[src/rtl/demux_pkg.sv]
// Shared types for the round-robin demux scheduler: channel count, select type
// and FSM state encoding.
package demux_pkg;

  localparam int CH_N = 4;

  typedef logic [1:0] chan_sel_t;

  typedef enum logic [1:0] {
    IDLE  = 2'd0,
    XFER  = 2'd1,
    DRAIN = 2'd2
  } state_t;

  function automatic logic [CH_N-1:0] sel_onehot(input chan_sel_t sel);
    sel_onehot      = '0;
    sel_onehot[sel] = 1'b1;
  endfunction

endpackage

[src/rtl/rr_pick.sv]
// Combinational round-robin picker: first enabled channel after the last one
// served, wrapping around so the last-served channel is considered last.
module rr_pick
  import demux_pkg::*;
(
  input  logic [CH_N-1:0] mask,
  input  chan_sel_t       last,
  output chan_sel_t       grant,
  output logic            grant_valid
);

  chan_sel_t cand;

  always_comb begin
    grant       = '0;
    grant_valid = 1'b0;
    cand        = last;
    for (int off = 1; off <= CH_N; off++) begin
      cand = last + 2'(off);
      if (!grant_valid && mask[cand]) begin
        grant       = cand;
        grant_valid = 1'b1;
      end
    end
  end

endmodule

[src/rtl/demux_rr_scheduler.sv]
// Burst scheduler in front of a 1-to-4 demux: routes BURST_LEN beats to one
// enabled channel at a time through a one-entry registered output stage.
module demux_rr_scheduler
  import demux_pkg::*;
#(
  parameter int DATA_W    = 8,
  parameter int BURST_LEN = 4
) (
  input  logic              clk,
  input  logic              rst_n,
  input  logic [DATA_W-1:0] in_data,
  input  logic              in_valid,
  output logic              in_ready,
  input  logic [CH_N-1:0]   en_mask,
  output logic [DATA_W-1:0] out_data,
  output logic [CH_N-1:0]   out_valid,
  input  logic [CH_N-1:0]   out_ready,
  output chan_sel_t         cur_sel,
  output logic              busy
);

  localparam int               CNT_W     = (BURST_LEN > 1) ? $clog2(BURST_LEN) : 1;
  localparam logic [CNT_W-1:0] LAST_BEAT = CNT_W'(BURST_LEN - 1);

  state_t           state;
  state_t           state_next;
  logic [CNT_W-1:0] beat_cnt;
  chan_sel_t        last_sel;
  chan_sel_t        grant;
  logic             grant_valid;
  logic             hold_full;
  logic             accept;
  logic             drain;

  rr_pick u_pick (
    .mask        (en_mask),
    .last        (last_sel),
    .grant       (grant),
    .grant_valid (grant_valid)
  );

  assign drain     = hold_full && out_ready[cur_sel];
  assign accept    = in_valid && in_ready;
  assign busy      = (state != IDLE);
  assign out_valid = hold_full ? sel_onehot(cur_sel) : '0;

  always_ff @(posedge clk or negedge rst_n) begin
    if (!rst_n) begin
      state <= IDLE;
    end else begin
      state <= state_next;
    end
  end

  // in_ready depends only on state, hold status and the owning channel's ready,
  // so a drain and a new accept can share one cycle without a path from in_valid.
  always_comb begin
    state_next = state;
    in_ready   = 1'b0;
    unique case (state)
      IDLE: begin
        if (grant_valid) state_next = XFER;
      end
      XFER: begin
        in_ready = !hold_full || out_ready[cur_sel];
        if (in_valid && in_ready && (beat_cnt == LAST_BEAT)) state_next = DRAIN;
      end
      DRAIN: begin
        if (!hold_full || drain) state_next = IDLE;
      end
      default: state_next = IDLE;
    endcase
  end

  always_ff @(posedge clk or negedge rst_n) begin
    if (!rst_n) begin
      cur_sel  <= '0;
      last_sel <= 2'(CH_N - 1);
      beat_cnt <= '0;
    end else begin
      if ((state == IDLE) && grant_valid) begin
        cur_sel  <= grant;
        beat_cnt <= '0;
      end else if (accept) begin
        beat_cnt <= beat_cnt + CNT_W'(1);
      end
      if ((state == DRAIN) && (state_next == IDLE)) last_sel <= cur_sel;
    end
  end

  // A same-cycle drain and accept simply replaces the held beat.
  always_ff @(posedge clk or negedge rst_n) begin
    if (!rst_n) begin
      hold_full <= 1'b0;
      out_data  <= '0;
    end else begin
      if (accept) begin
        hold_full <= 1'b1;
        out_data  <= in_data;
      end else if (drain) begin
        hold_full <= 1'b0;
      end
    end
  end

endmodule

[config.mk]
export PLATFORM = sky130hd
export DESIGN_NAME = demux_rr_scheduler
export DESIGN_NICKNAME = d
export VERILOG_FILES = /design/src/rtl/demux_pkg.sv /design/src/rtl/rr_pick.sv /design/src/rtl/demux_rr_scheduler.sv
export SDC_FILE = /design/constraint.sdc
export NUM_CORES = 1
export LEC_CHECK = 0
export CAP_MARGIN = 20
export CELL_PAD_IN_SITES_DETAIL_PLACEMENT = 1
export CELL_PAD_IN_SITES_GLOBAL_PLACEMENT = 2
export CORE_UTILIZATION = 29
export DETAILED_ROUTE_END_ITERATION = 8
export HOLD_SLACK_MARGIN = 0.1
export PLACE_DENSITY_LB_ADDON = 0.3
export SYNTH_ARGS = -nofsm -noshare
export SYNTH_HDL_FRONTEND = slang
export SYNTH_SLANG_ARGS = --single-unit
[constraint.sdc]
create_clock -name clk -period 4.8 [get_ports clk]
set_clock_uncertainty 0.15 [all_clocks]
set_input_delay 0.48 -clock clk [delete_from_list [all_inputs] [get_ports clk]]
set_output_delay 0.48 -clock clk [all_outputs]
set_load 0.01 [all_outputs]
# After elaboration in Yosys (flattened, before gate mapping)
# Index checks and enable logic that the tools add are counted.
# classes
addsub,4
magnitude_cmp,6
n_eq_ne,3
muxes,30
n_reduce_logical,21
# op_table
cell,n
$mux W2,9
$lt A2 B3 Y1 const B,5
$mux W1,13
$bmux W1 S2,5
$logic_and A1 B1 Y1,10
$pmux W2 S3,1
$reduce_bool A2 Y1,3
$add A2 B1 Y2 const B,2
$add A2 B2 Y2 const B,2
$eq A2 B2 Y1 const B,2
$logic_not A1 Y1,4
$logic_not A2 Y1,2
$mux W4,1
$demux W1 S2,1
$eq A2 B1 Y1 const B,1
$ge A2 B1 Y1 const B,1
$logic_or A1 B1 Y1,2
# totals
ff_bits,17
in_bits,19
out_inout_bits,16
word_cells,70

# Depth between registers and ports, before layout
# Gate-level depths: netlist of run 1.
# logic_depth
depth_word,17
mapped_depth,5

# Modules after synthesis
# Synthesis of run 1 repeated with hierarchy kept, for this count alone.
# unflattened
cells_unflattened,73
area_unflattened_um2,895.9
# by_module_without_submodules
mod,instances,cells_per_inst,area_each_um2
demux_rr_scheduler,1,59,804.5
rr_pick,1,14,91.3

# Least setup slack after synthesis of run 1
# No wires, ideal clock.
# synth_path
kind,reg2reg
startpoint,register cur_sel[1]
endpoint,register out_data[0]
t_arrival_ns,1.518
required_ns,4.525
setup_slack_ns,3.007
stages_incl_launch_ff,6
n_path_buf,2
synth_period_minus_slack_ns,1.793
path_cell_list,dfrtp_1 buf_6 mux2_4 o221a_1 buf_6 mux2_4
# synth_between
elab_chain_cells,5
# synth_lines
item,line,rtl
from (decl),demux_rr_scheduler.sv:18,"output chan_sel_t cur_sel,"
from (signal assigned),demux_rr_scheduler.sv:82,cur_sel <= grant;
$bmux W1 S2,demux_rr_scheduler.sv:65,in_ready = !hold_full || out_ready[cur_sel];
$mux W1 (not written as such),demux_rr_scheduler.sv:65,
$logic_or A1 B1 Y1,demux_rr_scheduler.sv:65,
$mux W1,demux_rr_scheduler.sv:60,unique case (state)
$logic_and A1 B1 Y1,demux_rr_scheduler.sv:43,assign accept = in_valid && in_ready;
to (signal assigned),demux_rr_scheduler.sv:99,out_data <= in_data;
to (decl),demux_rr_scheduler.sv:15,"output logic [DATA_W-1:0] out_data,"
# Every way passes these cells. The select of a mux whose other input is x is not followed.
# A chain may end at the register's enable or synchronous reset.

# Final worst setup path of run 1
# layout_path
startpoint,register cur_sel[1]
endpoint,output port in_ready
# layout_between
elab_chain_cells,4
# layout_lines
item,line,rtl
$bmux W1 S2,demux_rr_scheduler.sv:65,
$mux W1 (not written as such),demux_rr_scheduler.sv:65,
$logic_or A1 B1 Y1,demux_rr_scheduler.sv:65,
$mux W1,demux_rr_scheduler.sv:60,
to (decl),demux_rr_scheduler.sv:13,"output logic in_ready,"
# Every way passes these cells. The select of a mux whose other input is x is not followed.

==> reports/metrics.cfg, run 1 <==
[outcome]
outcome=completed

[grt]
grt_pass1_wl_um=3680
grt_pass1_vias=772
antenna_found_initial=0
grtUsageTotal_pct=14.2
grt_max_degree=18
grt.overflow.total=0

[logic_synthesis]
yosys_register_bits=17
synth.distinct_cells=29
synth_ff_type=dfrtp_1
synthArstFlopShare_pct=100
syn_inst=77
netlist_top_cells_area=dfrtp_1 40%, mux2_4 16%, mux2i_1 6.4%
synthDominantCellAreaShare_pct=39.9
ys.warnings.count=0
synth_largest_area_cell=dfrtp_1
synth.avg_cell_area_um2=12.2
synth_fp_nets=97
synth_edf_count=0
synthesis.area_um2=940
yosysSeqAreaShare_pct=45.5

[sta]
slew_violations=0
setup_violations=0
fin_crit_sh_pct=57.1
finalHoldViolCount=0
tns_ps=0
fmax_mhz=365
fin_crit_ps=2740
rsz0062_at_grt=no
worstMarginPinSlew_ps=796
relSlewSlack_pct=46.5
timing.hold.ws_ps=363

[setup_path]
end_kind=primary output
cp_cell_sequence=mux2i_1 > a22oi_1 > and2_1 > clkdlybuf4s50_1
slowest_delay_ps=600
crit_type=register to primary output
crit_arrival_ps=2110
critPathMaxFanout=11
crit_path_start_kind=register
cp_slowest_cell=dfrtp_1
cp.required_ps=4170

[cts]
cts_made_buffers=3
clockBufferDepth=2
cts_hold_buf=0
post_cts_buffers=0
cts_tree=done
clk_latency_ps=280
clk_pin_slew_ps=90
clock_sinks=17
htree_levels=1
ctsResizeCount=0
clockRootBuffer=clkbuf_4

[die]
ios=35
fp.coreArea_um2=3050
dieArea_um2=3470
start_util_pct=30.8
die_w_um=58.9
die_height_um=58.9
rows=20

[power]
p_leak_uw=0.000559
ir_worst_vdd_uv=138
powerDensity_nw_per_um2=572

[detailed_routing]
ant_nets=0
viasPerCell=4.76
firstDrtPassIters=4
vias=743
drc_errors=0
drt_iter0_markers=22
drt-total-wl_um=2260
wire_per_inst_um=14.5

[cells_and_area]
mostFrequentLayoutCells=34 x clkdlybuf4s50_1, 15 x dfrtp_1, 10 x mux2_4
num-nets-final=133
drive_gt1_share_pct=16.1
area_growth_pct=42.1
layout_commonest_cell=clkdlybuf4s50_1
antenna_cells=0

[placed_design]
gp_congestion=0.675
port_buffers=34
place_hpwl_um=1780

[run]
max_cap_viol_count=0

[hold_path]
holdCritPathClass=register to register

[final cells by class]
type / count / area, um^2
fill: 349 / 1720
multi-input combinational: 56 / 482
sequential: 17 / 428
timing repair buffer: 34 / 340
tap: 44 / 55.1
clock buffer: 4 / 26.3
inverter: 1 / 3.75
[final timing paths]
| check | cells past startpoint | slack [ps] | start | endpoint |
|---|---|---|---|---|
| setup / recovery | 4 | 2060 | cur_sel[1] | in_ready |
| max in group asynchronous | 1 | 3520 | rst_n | out_data[6] |
| hold / removal | 1 | 360 | beat_cnt[0] | beat_cnt[0] |
| setup reg to reg | 3 | 2780 | cur_sel[1] | out_data[3] |
| min in group asynchronous | 1 | 490 | rst_n | beat_cnt[1] |
| hold reg to reg | 1 | 360 | beat_cnt[0] | beat_cnt[0] |
[worst max-delay path, delay by kind of cell, from the launching register on]
kind / cells / cell delay (ps)
mux: 1 / 200
compound gates: 1 / 320
buf+inv: 1 / 520
flops: 1 / 600
simple gates: 1 / 180
[layer usage]
metal	global-route usage (%)	share of wire, %	vias up
li1	-	-	355
met1	18.4	45	363
met2	22.9	50	21
met3	2.20	3.8	4
met4	7.48	1.0	0
met5	0	0	-
[Yosys cell counts (2+ instances only)]
| cell type | number |
|---|---|
| a221oi_1 | 3 |
| dfrtp_1 | 15 |
| mux2_2 | 2 |
| nand2b_1 | 3 |
| o21ai_0 | 4 |
| o31ai_1 | 2 |
| nor2b_1 | 3 |
| nand2_1 | 3 |
| mux2i_1 | 6 |
| and3b_1 | 2 |
| nor2_1 | 3 |
| and2_1 | 3 |
| dfstp_2 | 2 |
| buf_6 | 2 |
| mux2_4 | 10 |
[cell families after synthesis]
| family | after synthesis | synth area share (%) |
|---|---|---|
| compound gates | 15 | 11.6 |
| fa+ha+maj | 1 | 1.33 |
| buf+inv | 4 | 3.19 |
| flops | 17 | 45.5 |
| mux | 18 | 24.8 |
| simple gates | 22 | 13.6 |
[sequential cells by signal, indices dropped and copies added (netlist names)]
name and cells:
hold_full 1, beat_cnt 2, last_sel 2, out_data 8, state 2, cur_sel 2
[power breakdown]
| part | internal (uW) | total [uW] | switching [uW] | leakage, uW |
|---|---|---|---|---|
| sequential | 212 | 276 | 64.4 | 0.000200 |
| combinational | 252 | 412 | 160 | 0.000344 |
| clock | 32.3 | 75.0 | 42.7 | 0.0000150 |
| total | 496 | 763 | 267 | 0.000559 |
[per-stage QoR]
step / power, uW / util (%) / instances / area (um^2) / worst slack, ps
5_1_grt: 823 / 43.7 / 156 / 1340 / 1870
3_3_place_gp: 678 / 42.9 / 152 / 1310 / 2140
6_report: 763 / 43.7 / 156 / 1340 / 2060
4_1_cts: 776 / 43.7 / 156 / 1340 / 2020
2_1_floorplan: 514 / - / 77 / 940 / 3010
3_5_place_dp: 696 / 42.9 / 152 / 1310 / 2060
Note: power is estimated with default switching activity, not from simulation.
==> run 2: changes to the inputs <==
CORE_UTILIZATION = 27   (was 29)
clock period = 2.7 ns   (was 4.8 ns; I/O delays follow)
==> run 2 against run 1 <==
Effect of this change: sequential power grew 77%; via count grew 0.94%; utilization shrank 3.4 points; flip-flop and latch count is the same; die area grew 7.2%; clock power grew 84%; cell count grew 1.9%; register-to-register slack lost 2100 ps; combinational power grew 75%; critical endpoint unchanged; largest power group unchanged.
==> reports/metrics.cfg, run 2 (same netlist as run 1, synthesis figures left out) <==
[placed_design]
place_hpwl_um=1690
port_buffers=34
dpl.cell_count=155
gp_congestion=0.768

[power]
pwr-share-comb_pct=53.4
p_leak_uw=0.000567
ir_worst_vdd_uv=239
pwr-share-seq_pct=36.3
power.internal_uw=880
p_clk_share_pct=10.3
powerDensity_nw_per_um2=1000
swShare_pct=34.7
switchingPower_uw=468

[sta]
fmax_mhz=397
slew_violations=0
finalHoldViolCount=0
tns_ps=0
fin_crit_ps=2520
rsz0062_at_grt=no
setup_violations=0
fin_crit_sh_pct=93.3
relSlewSlack_pct=48.2
worstMarginPinSlew_ps=775

[die]
ios=35
start_util_pct=28.2
die_height_um=61.0
die_w_um=61.0
fp.coreArea_um2=3340
dieArea_um2=3720
rows=21

[setup_path]
reg2reg_slack_ps=670
cp_slowest_cell=dfrtp_1
crit_path_end=in_ready
crit_path_start_kind=register
crit_type=register to primary output
cp_cell_sequence=mux2i_1 > a22oi_1 > and2_1 > clkdlybuf4s50_1
worst-path-stages=4
r2r-end=out_data[0]
slowest_delay_ps=630
crit_family=flip-flops
startpoint=cur_sel[1]
reg2regPathDepth=3
end_kind=primary output
cp.required_ps=2280
regToRegStartpoint=cur_sel[1]
crit_buf_inv=1
critPathMaxFanout=11
crit_arrival_ps=2100

[grt]
grt_pass1_wl_um=3710
grt.overflow.total=0
antenna_found_initial=0
grt_pass1_vias=773
grtUsageTotal_pct=13.6
grt_max_degree=18

[detailed_routing]
wire_per_inst_um=13.4
drt-total-wl_um=2130
firstDrtPassIters=4
drc_errors=0
viasPerCell=4.72
drt_iter0_markers=21
ant_nets=0
vias=750

[cts]
cts_hold_buf=0
ctsResizeCount=0
clockBufferDepth=2
clk_latency_ps=290
clk_pin_slew_ps=110
clock_sinks=17
htree_levels=1
cts_made_buffers=3
cts_tree=done
post_cts_buffers=0
clockRootBuffer=clkbuf_4

[cells_and_area]
largest_reg_flops=8
drive_gt1_share_pct=17.7
mostFrequentLayoutCells=34 x clkdlybuf4s50_1, 15 x dfrtp_1, 10 x mux2_4
top_register=out_data
finalNonFillerCells=159
fillers=382
area_growth_pct=43.3
antenna_cells=0
layout_commonest_cell=clkdlybuf4s50_1
num-nets-final=134

[run]
max_cap_viol_count=0

[outcome]
outcome=completed

[hold_path]
holdCritPathClass=input port to asynchronous set/reset pin

==> run 2: worst min-delay path by stage <==
stage / from / endpoint
finish: rst_n / out_data[7]
global route: rst_n / out_data[0]
CTS: rst_n / out_data[0]
detailed placement: beat_cnt[0] / beat_cnt[0]
global placement: beat_cnt[0] / beat_cnt[0]
floorplan: rst_n / beat_cnt[0]
==> run 2: cell type report <==
class                           instances  area [um^2]  area share, %
Tap cell                               46         57.6           4.28
Clock buffer                            3         22.5           1.67
Sequential cell                        17          428           31.8
Timing Repair Buffer                   35          348           25.8
Inverter                                1         3.75          0.279
Multi-Input combinational cell         56          482           35.8
Clock inverter                          1         5.00          0.372
==> run 2: through the flow <==
| stage | hold WS (ps) | power [uW] | worst slack (ps) | instance area [um^2] | util (%) |
|---|---|---|---|---|---|
| CTS | 302 | 1370 | 143 | 1350 | 40.3 |
| global route | 333 | 1470 | 28.8 | 1350 | 40.3 |
| global placement | 319 | 1210 | 444 | 1320 | 39.5 |
| finish | 276 | 1350 | 181 | 1350 | 40.3 |
| detailed placement | 329 | 1220 | 413 | 1320 | 39.5 |
| floorplan | -176 | 914 | 907 | 940 | - |
==> run 2: power groups by stage <==
stage	Sequential [uW]	Clock, uW	Combinational [uW]
finish	489	138	720
global route	515	158	795
CTS	492	144	734
detailed placement	494	0	730
global placement	488	0	720
floorplan	491	0	422
==> run 2: layer usage <==
layer | routed length, um | global-route usage, % | vias to the layer above
li1 | - | - | 357
met1 | 1000 | 18.6 | 375
met3 | 64 | 2.13 | 2
met4 | 25 | 3.90 | 0
met5 | 0 | 0 | -
met2 | 1040 | 22.4 | 16
